<file path="src/rtl/pipelined_ripple_carry_adder_pkg.sv">
// Shared definitions for the pipelined ripple carry adder: operation encoding,
// slice width derivation and the parameter legality rule.
package pipelined_ripple_carry_adder_pkg;

    localparam logic OP_ADD = 1'b0;
    localparam logic OP_SUB = 1'b1;

    function automatic int slice_width(input int width, input int stages);
        return width / stages;
    endfunction

    // WIDTH must split evenly into between 1 and WIDTH slices.
    function automatic bit params_legal(input int width, input int stages);
        return (stages >= 32'sd1) && (stages <= width) && ((width % stages) == 32'sd0);
    endfunction

endpackage

</file>
<file path="src/rtl/pipelined_ripple_carry_adder_rca.sv">
// Combinational ripple chain of WIDTH full adders; also exposes the carry
// entering the top bit so the caller can derive signed overflow.
module rca_slice
    import pipelined_ripple_carry_adder_pkg::*;
#(
    parameter int WIDTH = 16
) (
    input  logic [WIDTH-1:0] a,
    input  logic [WIDTH-1:0] b,
    input  logic             cin,
    output logic [WIDTH-1:0] sum,
    output logic             cout,
    output logic             c_msb_in
);

    logic carry_s;

    // Full-adder ripple from bit 0 upwards.
    always_comb begin
        carry_s  = cin;
        sum      = {WIDTH{1'b0}};
        c_msb_in = 1'b0;
        for (int i = 32'sd0; i < WIDTH; i++) begin
            c_msb_in = carry_s;
            sum[i]   = a[i] ^ b[i] ^ carry_s;
            carry_s  = (a[i] & b[i]) | (carry_s & (a[i] ^ b[i]));
        end
        cout = carry_s;
    end

endmodule

</file>
<file path="src/rtl/pipelined_ripple_carry_adder.sv">
// WIDTH-bit add/subtract split into STAGES ripple slices, one slice per
// pipeline stage, with valid/ready flow control and bubble collapsing.
module pipelined_ripple_carry_adder
    import pipelined_ripple_carry_adder_pkg::*;
#(
    parameter int WIDTH  = 64,
    parameter int STAGES = 4
) (
    input  logic             clk,
    input  logic             rst,
    input  logic             in_valid,
    output logic             in_ready,
    input  logic [WIDTH-1:0] in_a,
    input  logic [WIDTH-1:0] in_b,
    input  logic             in_cin,
    input  logic             in_sub,
    output logic             out_valid,
    input  logic             out_ready,
    output logic [WIDTH-1:0] out_sum,
    output logic             out_cout,
    output logic             out_ovf
);

    localparam int SLICE_W = slice_width(WIDTH, STAGES);

    if (!params_legal(WIDTH, STAGES)) begin : g_param_check
        $error("pipelined_ripple_carry_adder: WIDTH must be a multiple of STAGES (1..WIDTH)");
    end

    logic [STAGES-1:0]              v_r;
    logic [STAGES-1:0]              c_r;
    logic [STAGES-1:0][WIDTH-1:0]   sum_r;
    logic [STAGES-1:0][WIDTH-1:0]   a_r;
    logic [STAGES-1:0][WIDTH-1:0]   b_r;
    logic                           ovf_r;

    logic [STAGES-1:0]              en_s;
    logic                           en_chain_s;
    logic [STAGES-1:0]              src_v_s;
    logic [STAGES-1:0]              cin_src_s;
    logic [STAGES-1:0]              cout_s;
    logic [STAGES-1:0]              c_msb_s;
    logic [STAGES-1:0][WIDTH-1:0]   a_src_s;
    logic [STAGES-1:0][WIDTH-1:0]   b_src_s;
    logic [STAGES-1:0][WIDTH-1:0]   sum_nxt_s;
    logic [STAGES-1:0][SLICE_W-1:0] slice_sum_s;
    logic [WIDTH-1:0]               b_in_s;
    logic                           cin_in_s;
    logic                           unused_s;

    // Subtraction is A + ~B + 1, so the caller's carry-in is dropped.
    always_comb begin
        if (in_sub == OP_SUB) begin
            b_in_s   = ~in_b;
            cin_in_s = 1'b1;
        end else begin
            b_in_s   = in_b;
            cin_in_s = in_cin;
        end
    end

    // A stage may load when it is empty or its content moves on this cycle.
    always_comb begin
        en_s       = {STAGES{1'b0}};
        en_chain_s = out_ready;
        for (int k = STAGES - 32'sd1; k >= 32'sd0; k--) begin
            if (v_r[k]) begin
                en_chain_s = en_chain_s;
            end else begin
                en_chain_s = 1'b1;
            end
            en_s[k] = en_chain_s;
        end
    end

    for (genvar k = 0; k < STAGES; k++) begin : g_stage
        if (k == 0) begin : g_first
            assign src_v_s[k]   = in_valid;
            assign a_src_s[k]   = in_a;
            assign b_src_s[k]   = b_in_s;
            assign cin_src_s[k] = cin_in_s;
            assign sum_nxt_s[k] = WIDTH'(slice_sum_s[k]);
        end else begin : g_next
            assign src_v_s[k]   = v_r[k-1];
            assign a_src_s[k]   = a_r[k-1];
            assign b_src_s[k]   = b_r[k-1];
            assign cin_src_s[k] = c_r[k-1];
            assign sum_nxt_s[k] = sum_r[k-1] | (WIDTH'(slice_sum_s[k]) << (SLICE_W * k));
        end

        rca_slice #(
            .WIDTH(SLICE_W)
        ) u_slice (
            .a        (a_src_s[k][SLICE_W*k +: SLICE_W]),
            .b        (b_src_s[k][SLICE_W*k +: SLICE_W]),
            .cin      (cin_src_s[k]),
            .sum      (slice_sum_s[k]),
            .cout     (cout_s[k]),
            .c_msb_in (c_msb_s[k])
        );
    end

    // Stage registers: load from upstream when enabled, otherwise hold.
    always_ff @(posedge clk or posedge rst) begin
        if (rst) begin
            v_r   <= {STAGES{1'b0}};
            c_r   <= {STAGES{1'b0}};
            sum_r <= {(STAGES*WIDTH){1'b0}};
            a_r   <= {(STAGES*WIDTH){1'b0}};
            b_r   <= {(STAGES*WIDTH){1'b0}};
            ovf_r <= 1'b0;
        end else begin
            for (int k = 32'sd0; k < STAGES; k++) begin
                if (en_s[k]) begin
                    v_r[k] <= src_v_s[k];
                    if (src_v_s[k]) begin
                        sum_r[k] <= sum_nxt_s[k];
                        c_r[k]   <= cout_s[k];
                        a_r[k]   <= a_src_s[k];
                        b_r[k]   <= b_src_s[k];
                    end
                end
            end
            if (en_s[STAGES-1] && src_v_s[STAGES-1]) begin
                ovf_r <= c_msb_s[STAGES-1] ^ cout_s[STAGES-1];
            end
        end
    end

    assign in_ready  = en_s[0];
    assign out_valid = v_r[STAGES-1];
    assign out_sum   = sum_r[STAGES-1];
    assign out_cout  = c_r[STAGES-1];
    assign out_ovf   = ovf_r;

    // Consumed low operand slices and the last stage's operands are dead bits.
    assign unused_s = ^{a_r, b_r, c_msb_s};

endmodule

</file>
<file path="config.mk">
export PLATFORM = sky130hd
export DESIGN_NAME = pipelined_ripple_carry_adder
export DESIGN_NICKNAME = d
export VERILOG_FILES = /design/src/rtl/pipelined_ripple_carry_adder_pkg.sv /design/src/rtl/pipelined_ripple_carry_adder_rca.sv /design/src/rtl/pipelined_ripple_carry_adder.sv
export SDC_FILE = /design/constraint.sdc
export NUM_CORES = 1
export LEC_CHECK = 0
export ABC_AREA = 0
export BUFFER_PORTS_ARGS = -buffer_cell sky130_fd_sc_hd__buf_2
export CAP_MARGIN = 20
export CORE_MARGIN = 3
export CORE_UTILIZATION = 50
export CTS_BUF_LIST = sky130_fd_sc_hd__clkbuf_16
export CTS_CLUSTER_DIAMETER = 150
export DETAILED_ROUTE_END_ITERATION = 8
export PLACE_DENSITY = 0.71
export SLEW_MARGIN = 20
export SYNTH_ARGS = -nofsm -noshare
export SYNTH_HDL_FRONTEND = slang
export SYNTH_SLANG_ARGS = --single-unit
</file>
<file path="constraint.sdc">
create_clock -name clk -period 14.2 [get_ports clk]
set_input_delay 2.13 -clock clk [delete_from_list [all_inputs] [get_ports clk]]
set_output_delay 2.13 -clock clk [all_outputs]
set_load 0.01 [all_outputs]
</file>
==> impl_metrics.csv, run 1 <==
group,metric,value,unit
run_status,outcome,"complete, no violations",
finish,nNetsFinal,1387,
synth,yosysSeqAreaShare,57.5,%
routing,num_vias,8107,
global_route,grt_max_degree,188,
cts,cts_tree,"yes",
routing,ant_nets,0,
critical_path,endpoint,"sum_r[15]$_DFFE_PP0P_",
critical_path,worstPathCellList,"buf_4, xnor2_1, fa_1, inv_1, fa_1, inv_1, fa_1, fa_1, fa_1, fa_1, fa_1, fa_1, fa_1, fa_1, fa_1, fa_1, fa_1, fa_1, fa_1, inv_1, fa_1, mux2_2",
global_route,grt_antenna_before_repair,1,
placement,dp_hpwl,18200,um
critical_path,slowest_delay,450,ps
critical_path,crit_slowest_cell,"fa_1",
timing,max_slew.worst_pin.slew,1060,ps
global_route,grt_pass1_wl,46300,um
cts,cts_hold_buf,0,
power_and_ir_drop,pwr_density_cell,194,nW/um^2
timing,finClkSkew,12.2,ps
synth,yosys_warnings,0,
finish,syn_to_final_growth,15.8,%
synth,ys_ff_latch,361,
synth,yosys.area.top_type_share,57.5,%
finish,layout-drive-gt1-share,47.7,%
synth,synth_edf_count,0,
routing,drt-pass1-iter-count,6,
synth,synthArstFlopShare,100,%
timing,fin_crit,8760,ps
finish,fill_cells,2446,
floorplanning,fp.dieW,183,um
cts,postCtsResizedCells,0,
routing,drc,0,
synth,postSynthNetCount,1184,
floorplanning,rows,64,
hold_path,hold_class,"reg2reg",
cts,cts_buffer_depth,3,
timing,drv_slew,0,
critical_path,worstPathMaxFanout,4,
critical_path,endpoint_kind,"flop",
power_and_ir_drop,leakage,0.00840,uW
critical_path,ff2ff_path_depth,20,
cts,numClockSinks,361,
synth,ys_top_cells_by_area,"dfrtp_1, mux2_2, fa_1",
power_and_ir_drop,peakVddDrop,0.0923,mV
synth,synth_common_cells,"dfrtp_1, mux2_2, fa_1, inv_1, mux2_4",
critical_path,r2r_setup_slack,7070,ps
critical_path,arrival,9150,ps
synth,syn_inst,986,
timing,fin_setup_tns,0,ps
floorplanning,die_h,183,um
synth,synth.cell_area,15700,sq um
critical_path,required,14590,ps
global_route,grt_pass1_vias,8826,
finish,multi_input_area,6130,sq um
cts,numCtsBuffers,39,
critical_path,reg2reg_to,"out_sum[63]$_DFFE_PP0P_",
placement,gp_congestion,0.744,
cts,post_cts_buffers,0,
synth,yosysMostFrequentCell,"dfrtp_1",
global_route,gr-usage-all-layers,17.2,%
timing,hold_slack,497,ps
synth,synthFlopType,"dfrtp_1",
critical_path,crit_type,"in2reg",
floorplanning,start_util,51.1,%
timing,setup_violations,0,
critical_path,crit_top_cell,"fa_1",
floorplanning,core_area,30700,sq um
timing,finalCritPeriodShare,61.7,%
critical_path,r2r_start,"a_r[176]$_DFFE_PP0P_",
hold_path,worstHoldStart,"sum_r[92]$_DFFE_PP0P_",
timing,relSlewSlack,29.3,%
cts,cts-root-buf,"clkbuf_16",
placement,portBuffers,201,
global_route,overflow,0,
timing,hold_viol,0,
cts,insertion_delay,510,ps
critical_path,crit_path_start,"in_sub",
floorplanning,io_pins,202,
synth,synth_area_per_cell,15.9,sq um
cts,htree_levels,2,
floorplanning,dieArea,33600,sq um
timing,rsz0062_at_grt,"no",
job,cap_violations,0,
synth,yosys.area.top_type,"dfrtp_1",
synth,yosysUniqueCellTypes,25,
cts,path_clk_slew,60,ps
routing,wl_per_cell,17.4,um
routing,vias_per_cell,5.02,
finish,regArea,9030,sq um
critical_path,startpoint_type,"primary input",
timing,max_freq,114,MHz
routing,wirelength,28100,um
routing,drtIter0Drc,304,
power by group:
part / internal (uW) / switching, uW
clock: 556 / 391
sequential: 1410 / 207
combinational: 550 / 409
total: 2520 / 1010
logic make-up (layout without fill, tap and decap cells):
group	Yosys count	count (layout)	share of synthesized area, %
simple gates	13	13	0.470
mux	336	336	25.1
flops	361	361	57.5
fa+ha+maj	64	64	8.16
buf+inv	104	337	3.62
compound gates	43	43	1.49
xor+xnor	65	65	3.62
other cells	0	1	0
layout by cell type, fill, tap and decap left out:
cell	n
mux2_2	264
mux2_1	4
and4b_1	1
buf_2	200
inv_8	1
mux2i_1	18
nand2_1	2
nand3b_1	1
inv_1	64
nor2_1	1
nand2b_1	4
mux2_4	50
clkinv_2	9
nand2_4	3
fa_1	64
buf_16	1
nand4b_1	1
clkbuf_16	41
buf_12	1
xnor2_1	17
buf_4	8
diode_2	1
a31oi_1	4
dfrtp_1	361
o21ai_0	34
clkinv_1	10
bufinv_16	2
a21boi_4	1
xor2_1	48
a21oi_1	4
worst max-delay path: cells and delay by family:
kind | cells | cell delay [ps]
xor gates and xnor gates | 1 | 140
adders and majority gates | 16 | 6220
buffers and inverters | 4 | 370
muxes | 1 | 270
layer usage:
layer  GRT usage [%]  vias up  routed length (um)
li1                -     3747                   -
met1            22.9     4165               12300
met2            29.3      159               13900
met3            3.19       36                1250
met4            4.57        0                 664
met5               0        -                   0
registers in the layout (all words and copies together) (netlist names):
signal	count
out_sum	64
b_r	96
sum_r	96
v_r	4
a_r	96
c_r	4
out_ovf	1
area by class of cell:
class / instances / area share, %
diodes: 1 / 0.0138
clock buffers: 41 / 5.64
clock inverters: 30 / 0.970
inverters: 56 / 1.20
multi-input cells: 521 / 33.7
flip-flops and latches: 361 / 49.7
well taps: 396 / 2.72
repair buffers: 210 / 6.09
worst min path at each step:
stage          cells after the start                 endpoint
2_1_floorplan                      2    sum_r[73]$_DFFE_PP0P_
3_3_place_gp                       1   sum_r[145]$_DFFE_PP0P_
3_5_place_dp                       1  out_sum[45]$_DFFE_PP0P_
4_1_cts                            1  out_sum[45]$_DFFE_PP0P_
5_1_grt                            1     b_r[178]$_DFFE_PP0P_
6_report                           1    sum_r[92]$_DFFE_PP0P_
stage by stage:
step                      instances  setup slack, ps  total power [uW]  util [%]  instance area [sq um]
after floorplan                 986             2050              2310         -                  15700
after global placement         1543             4970              2580      55.1                  17000
after detailed placement       1543             4850              2630      55.1                  17000
after CTS                      1614             5410              3590      59.1                  18200
after global routing           1616             5230              3790      59.2                  18200
final                          1616             5440              3530      59.2                  18200
No activity file was read; power rests on OpenSTA's default activity.
==> run 2: changes to the inputs <==
- ABC_AREA: 0 -> 1
- PLACE_DENSITY: 0.71 -> 0.73
- clock period: 14.2 -> 7.2 ns (I/O delays scaled with it)
==> run 2 against run 1 <==
Hold slack lost 34 ps. Clock power rose by 120%. Global-route usage grew 4.0 points. Critical path depth increased by 1. Sequential cell count unchanged. Cell count up 39%. Final area up 1.8%. Total power is 110% higher. Die area is 1.4% higher. Clock skew is 3.4 ps higher. Area after synthesis is 1.5% higher. Non-clock buffer count increased by 3. Largest cell class unchanged. Largest power group unchanged.
==> impl_metrics.csv, run 2 <==
group,metric,value,unit
run_status,outcome,"complete, no violations",
timing,setup_slack,224,ps
finish,syn_to_final_growth,16.2,%
synth,synth_area_per_cell,9.49,sq um
synth,yosysMostFrequentCell,"nand2_1",
critical_path,startpoint_type,"primary input",
hold_path,hold_class,"in2async",
synth,synthFlopType,"dfrtp_1",
placement,gp_congestion,0.816,
global_route,grtUsageMet3,3.22,%
finish,multi_input_area,6100,sq um
cts,cts-root-buf,"clkbuf_16",
global_route,use_met1,29.2,%
critical_path,path_delay_family,"adder cells",
job,cap_violations,0,
cts,insertion_delay,530,ps
floorplanning,io_pins,202,
synth,synth_common_cells,"nand2_1, dfrtp_1, nand3_1, inv_1, fa_1",
floorplanning,dieArea,34100,sq um
timing,drv_slew,0,
routing,ant_nets,0,
routing,wirelength,34900,um
placement,dp_hpwl,22000,um
synth,synth.cell_area,15900,sq um
finish,final_cell_mix,"nand2_1, dfrtp_1, nand3_1, buf_2, inv_1",
floorplanning,start_util,51.4,%
global_route,gr-usage-all-layers,21.1,%
routing,num_vias,11500,
finish,layout-drive-gt1-share,15.9,%
critical_path,crit_top_cell,"fa_2",
cts,numClockSinks,361,
timing,finClkSkew,15.6,ps
power_and_ir_drop,pwr_density_cell,400,nW/um^2
synth,yosys.area.top_type,"dfrtp_1",
critical_path,path_buf_inv,4,
floorplanning,fp.dieW,185,um
timing,setup_violations,0,
routing,drt-pass1-iter-count,5,
finish,fill_cells,2671,
floorplanning,rows,64,
timing,finalCritPeriodShare,96.9,%
global_route,busiest_layer,"met2",
synth,syn_inst,1680,
power_and_ir_drop,peakVddDrop,0.185,mV
cts,cts_tree,"yes",
synth,yosys.area.top_type_share,56.7,%
synth,yosysUniqueCellTypes,19,
timing,rsz0062_at_grt,"no",
cts,cts_hold_buf,0,
routing,drtIter0Drc,720,
timing,fin_crit,6980,ps
synth,yosys_warnings,0,
global_route,use_met2,34.9,%
cts,path_clk_slew,60,ps
critical_path,crit_slowest_cell,"fa_1",
synth,synth_edf_count,0,
timing,relSlewSlack,29.0,%
synth,postSynthNetCount,1878,
timing,hold_slack,463,ps
synth,synthArstFlopShare,100,%
power_and_ir_drop,leakage,0.00984,uW
synth,ys_top_cells_by_area,"dfrtp_1, nand2_1, fa_1",
routing,drc,0,
critical_path,worstPathMaxFanout,4,
global_route,grt_antenna_before_repair,4,
routing,vias_per_cell,5.10,
global_route,grt_pass1_vias,11800,
finish,regArea,9040,sq um
cts,numCtsBuffers,39,
critical_path,required,7610,ps
synth,ys_ff_latch,361,
critical_path,slowest_delay,400,ps
cts,htree_levels,2,
critical_path,endpoint_kind,"flop",
synth,yosysSeqAreaShare,56.7,%
routing,wl_per_cell,15.5,um
finish,nNetsFinal,2021,
floorplanning,core_area,31000,sq um
global_route,grt_max_degree,199,
timing,max_slew.worst_pin.slew,1070,ps
placement,dp_slack,-315,ps
global_route,grt_pass1_wl,58800,um
timing,hold_viol,0,
critical_path,worstPathCellList,"buf_4, xnor2_1, fa_1, inv_1, fa_1, inv_1, fa_2, fa_2, fa_2, fa_2, fa_2, fa_2, fa_2, fa_2, fa_2, fa_2, fa_2, fa_2, fa_1, inv_1, fa_1, nand3_1, nand2_1",
global_route,overflow,0,
floorplanning,die_h,185,um
finish,top_regs,"a_r (96), b_r (96), sum_r (96)",
cts,cts_buffer_depth,3,
critical_path,arrival,7380,ps
placement,portBuffers,201,
finish,layout_commonest_cell,"nand2_1",
timing,max_freq,143,MHz
critical_path,crit_type,"in2reg",
run 2: layer usage:
metal | share of wire (%) | routed length [um]
met2 | 48 | 16900
met4 | 2.6 | 896
met3 | 4.9 | 1700
met5 | 0.057 | 20
met1 | 44 | 15400
run 2: kinds of logic after synthesis:
kind of cell / count (synthesis) / share of synthesized area (%)
buf+inv: 212 / 5.77
xor+xnor: 65 / 3.57
flops: 361 / 56.7
fa+ha+maj: 64 / 8.04
simple gates: 872 / 22.6
compound gates: 106 / 3.33
run 2: power breakdown:
group          internal (uW)  leakage [uW]  total, uW  switching (uW)
Clock                   1260      0.000689       2040             784
Combinational            831       0.00475       2150            1320
Sequential              2770       0.00440       3220             447
Total                   4860       0.00984       7400            2550
run 2: final timing paths:
check | to | depth (start not counted) | start | slack [ps]
min in group clk | out_sum[60]$_DFFE_PP0P_ | 2 | out_sum[60]$_DFFE_PP0P_ | 460
max in group asynchronous | v_r[0]$_DFFE_PP0N_ | 4 | rst | 5500
min reg2reg | out_sum[60]$_DFFE_PP0P_ | 2 | out_sum[60]$_DFFE_PP0P_ | 460
min | out_sum[0]$_DFFE_PP0P_ | 2 | rst | 460
max | sum_r[15]$_DFFE_PP0P_ | 23 | in_sub | 220
max reg2reg | out_sum[63]$_DFFE_PP0P_ | 20 | a_r[176]$_DFFE_PP0P_ | 240
run 2: layout make-up:
cell class | count | area share, %
Timing Repair Buffer | 213 | 6.36
Clock inverter | 31 | 1.74
Sequential cell | 361 | 48.8
Multi-Input combinational cell | 1107 | 32.9
Antenna cell | 3 | 0.0405
Inverter | 101 | 2.07
Clock buffer | 40 | 5.40
Tap cell | 396 | 2.67
run 2: metrics by stage:
stage	std cells	power, uW	TNS, ps	cell area [sq um]	util, %
global placement	2175	5290	-197	17100	55.1
floorplan	1680	4690	-172	16000	-
detailed placement	2176	5410	-346	17100	55.2
finish	2252	7400	0	18500	59.8
global route	2252	8000	0	18500	59.8
CTS	2247	7480	0	18400	59.5
run 2: timing repair:
action | in CTS | in global routing
setup buffers | 0 | 0
gates resized for setup | 0 | 5
setup endpoints to repair | 0 | 4
==> run 3: changes to the inputs <==
- RECOVER_POWER: unset -> 25
==> run 3 against run 2 <==
The run now ends with max-capacitance violations, max-slew violations left. Wire length grew 0.13%. Hold slack got worse by 19 ps. Register-to-register slack about the same. Count of clock-buffer cells in the layout unchanged. Clock power about the same. Cell count unchanged. Clock skew increased by 0.93 ps. Total power hardly changed. Utilization decreased by 0.11 points. Sequential cell count stayed put. Largest cell class unchanged.
==> impl_metrics.csv, run 3 (synthesis gave the netlist of run 2 again) <==
group,metric,value,unit
timing,finalCritPeriodShare,96.9,%
power_and_ir_drop,p_clk_share,27.6,%
finish,nNetsFinal,2021,
global_route,grt_pass1_vias,11800,
routing,num_vias,11500,
power_and_ir_drop,pwr_density_cell,401,nW/um^2
timing,setup_slack,225,ps
floorplanning,dieArea,34100,sq um
timing,rsz0062_at_grt,"no",
critical_path,startpoint_type,"primary input",
floorplanning,fp.dieW,185,um
routing,drtIter0Drc,724,
job,cap_violations,2,
global_route,grt_max_degree,199,
routing,wl_per_cell,15.5,um
cts,htree_levels,2,
critical_path,required,7600,ps
routing,wirelength,34900,um
global_route,grt_antenna_before_repair,4,
routing,drt-pass1-iter-count,5,
cts,insertion_delay,530,ps
power_and_ir_drop,swShare,34.4,%
finish,fill_cells,2675,
timing,drv_slew,217,
finish,final_cell_mix,"nand2_1, dfrtp_1, nand3_1, buf_2, inv_1",
critical_path,path_buf_inv,4,
floorplanning,die_h,185,um
finish,syn_to_final_growth,16.0,%
critical_path,crit_slowest_cell,"fa_1",
global_route,grt_pass1_wl,58800,um
cts,cts_buffer_depth,3,
critical_path,path_delay_family,"adder cells",
critical_path,endpoint_kind,"flop",
placement,dp_slack,-315,ps
critical_path,crit_top_cell,"fa_2",
run_status,outcome,"finished, violations left",
power_and_ir_drop,peakVddDrop,0.185,mV
power_and_ir_drop,combPwrFrac,29.0,%
placement,gp_congestion,0.816,
placement,dp_hpwl,22000,um
global_route,overflow,0,
timing,max_freq,143,MHz
cts,cts_hold_buf,0,
cts,post_cts_buffers,0,
power_and_ir_drop,p_int,4860,uW
floorplanning,core_area,31000,sq um
finish,layout_commonest_cell,"nand2_1",
global_route,gr-usage-all-layers,21.1,%
cts,cts_tree,"yes",
timing,fin_crit,6980,ps
timing,relSlewSlack,-161,%
run_status,violations,"max-capacitance violations, max-slew violations",
cts,cts-root-buf,"clkbuf_16",
floorplanning,rows,64,
critical_path,crit_type,"in2reg",
finish,top_regs,"a_r (96), b_r (96), sum_r (96)",
cts,postCtsResizedCells,0,
hold_path,hold_class,"in2async",
cts,numCtsBuffers,39,
routing,drc,0,
cts,path_clk_slew,60,ps
floorplanning,start_util,51.4,%
floorplanning,io_pins,202,
critical_path,slowest_delay,400,ps
timing,setup_violations,0,
critical_path,arrival,7380,ps
routing,vias_per_cell,5.10,
critical_path,worstPathMaxFanout,4,
finish,layout-drive-gt1-share,15.8,%
power_and_ir_drop,p_seq_share,43.4,%
power_and_ir_drop,switchingPower,2550,uW
timing,hold_viol,0,
timing,fin_setup_tns,0,ps
critical_path,worstPathCellList,"buf_4, xnor2_1, fa_1, inv_1, fa_1, inv_1, fa_2, fa_2, fa_2, fa_2, fa_2, fa_2, fa_2, fa_2, fa_2, fa_2, fa_2, fa_2, fa_1, inv_1, fa_1, nand3_1, nand2_1",
placement,portBuffers,201,
routing,ant_nets,0,
timing,max_slew.worst_pin.slew,3920,ps
cts,numClockSinks,361,
power_and_ir_drop,leakage,0.00983,uW
timing,finClkSkew,16.5,ps
[run 3: per-stage QoR]
step,hold slack [ps],instance area (sq um),utilization (%),cells,power (uW)
final,444,18500,59.7,2252,7410
after global routing,435,18500,59.7,2252,8000
after CTS,448,18400,59.5,2247,7480
after detailed placement,455,17100,55.2,2176,5410
after global placement,451,17100,55.1,2175,5290
after floorplan,442,16000,-,1680,4690
[run 3: power groups by stage]
stage	logic, uW	clock network [uW]	registers, uW
floorplan	1470	0	3210
global placement	2060	0	3230
detailed placement	2150	0	3260
CTS	2170	2080	3230
global route	2520	2170	3310
finish	2150	2050	3220
[run 3: final timing paths]
kind / endpoint / cells after the start / from / slack (ps)
max in group asynchronous: a_r[97]$_DFFE_PP0P_ / 3 / rst / 2730
min in group clk: out_sum[60]$_DFFE_PP0P_ / 2 / out_sum[60]$_DFFE_PP0P_ / 460
setup / recovery: sum_r[15]$_DFFE_PP0P_ / 23 / in_sub / 220
setup reg to reg: out_sum[63]$_DFFE_PP0P_ / 20 / a_r[176]$_DFFE_PP0P_ / 240
hold / removal: out_sum[0]$_DFFE_PP0P_ / 2 / rst / 440
hold reg to reg: out_sum[60]$_DFFE_PP0P_ / 2 / out_sum[60]$_DFFE_PP0P_ / 460
[run 3: area by class of cell]
| class | instances | area [sq um] | area share [%] |
|---|---|---|---|
| diodes | 3 | 7.51 | 0.0406 |
| clock buffers | 40 | 1000 | 5.41 |
| clock inverters | 31 | 323 | 1.75 |
| inverters | 101 | 380 | 2.06 |
| multi-input cells | 1107 | 6100 | 33.0 |
| flip-flops and latches | 361 | 9040 | 48.9 |
| well taps | 396 | 495 | 2.68 |
| repair buffers | 213 | 1150 | 6.21 |
[run 3: routing by layer]
layer	track usage (%)	share of wire, %	vias up
met3	3.22	4.7	69
met1	29.2	44	5587
met4	6.47	2.5	2
met2	34.9	48	266
met5	0	0.057	-
li1	-	-	5560
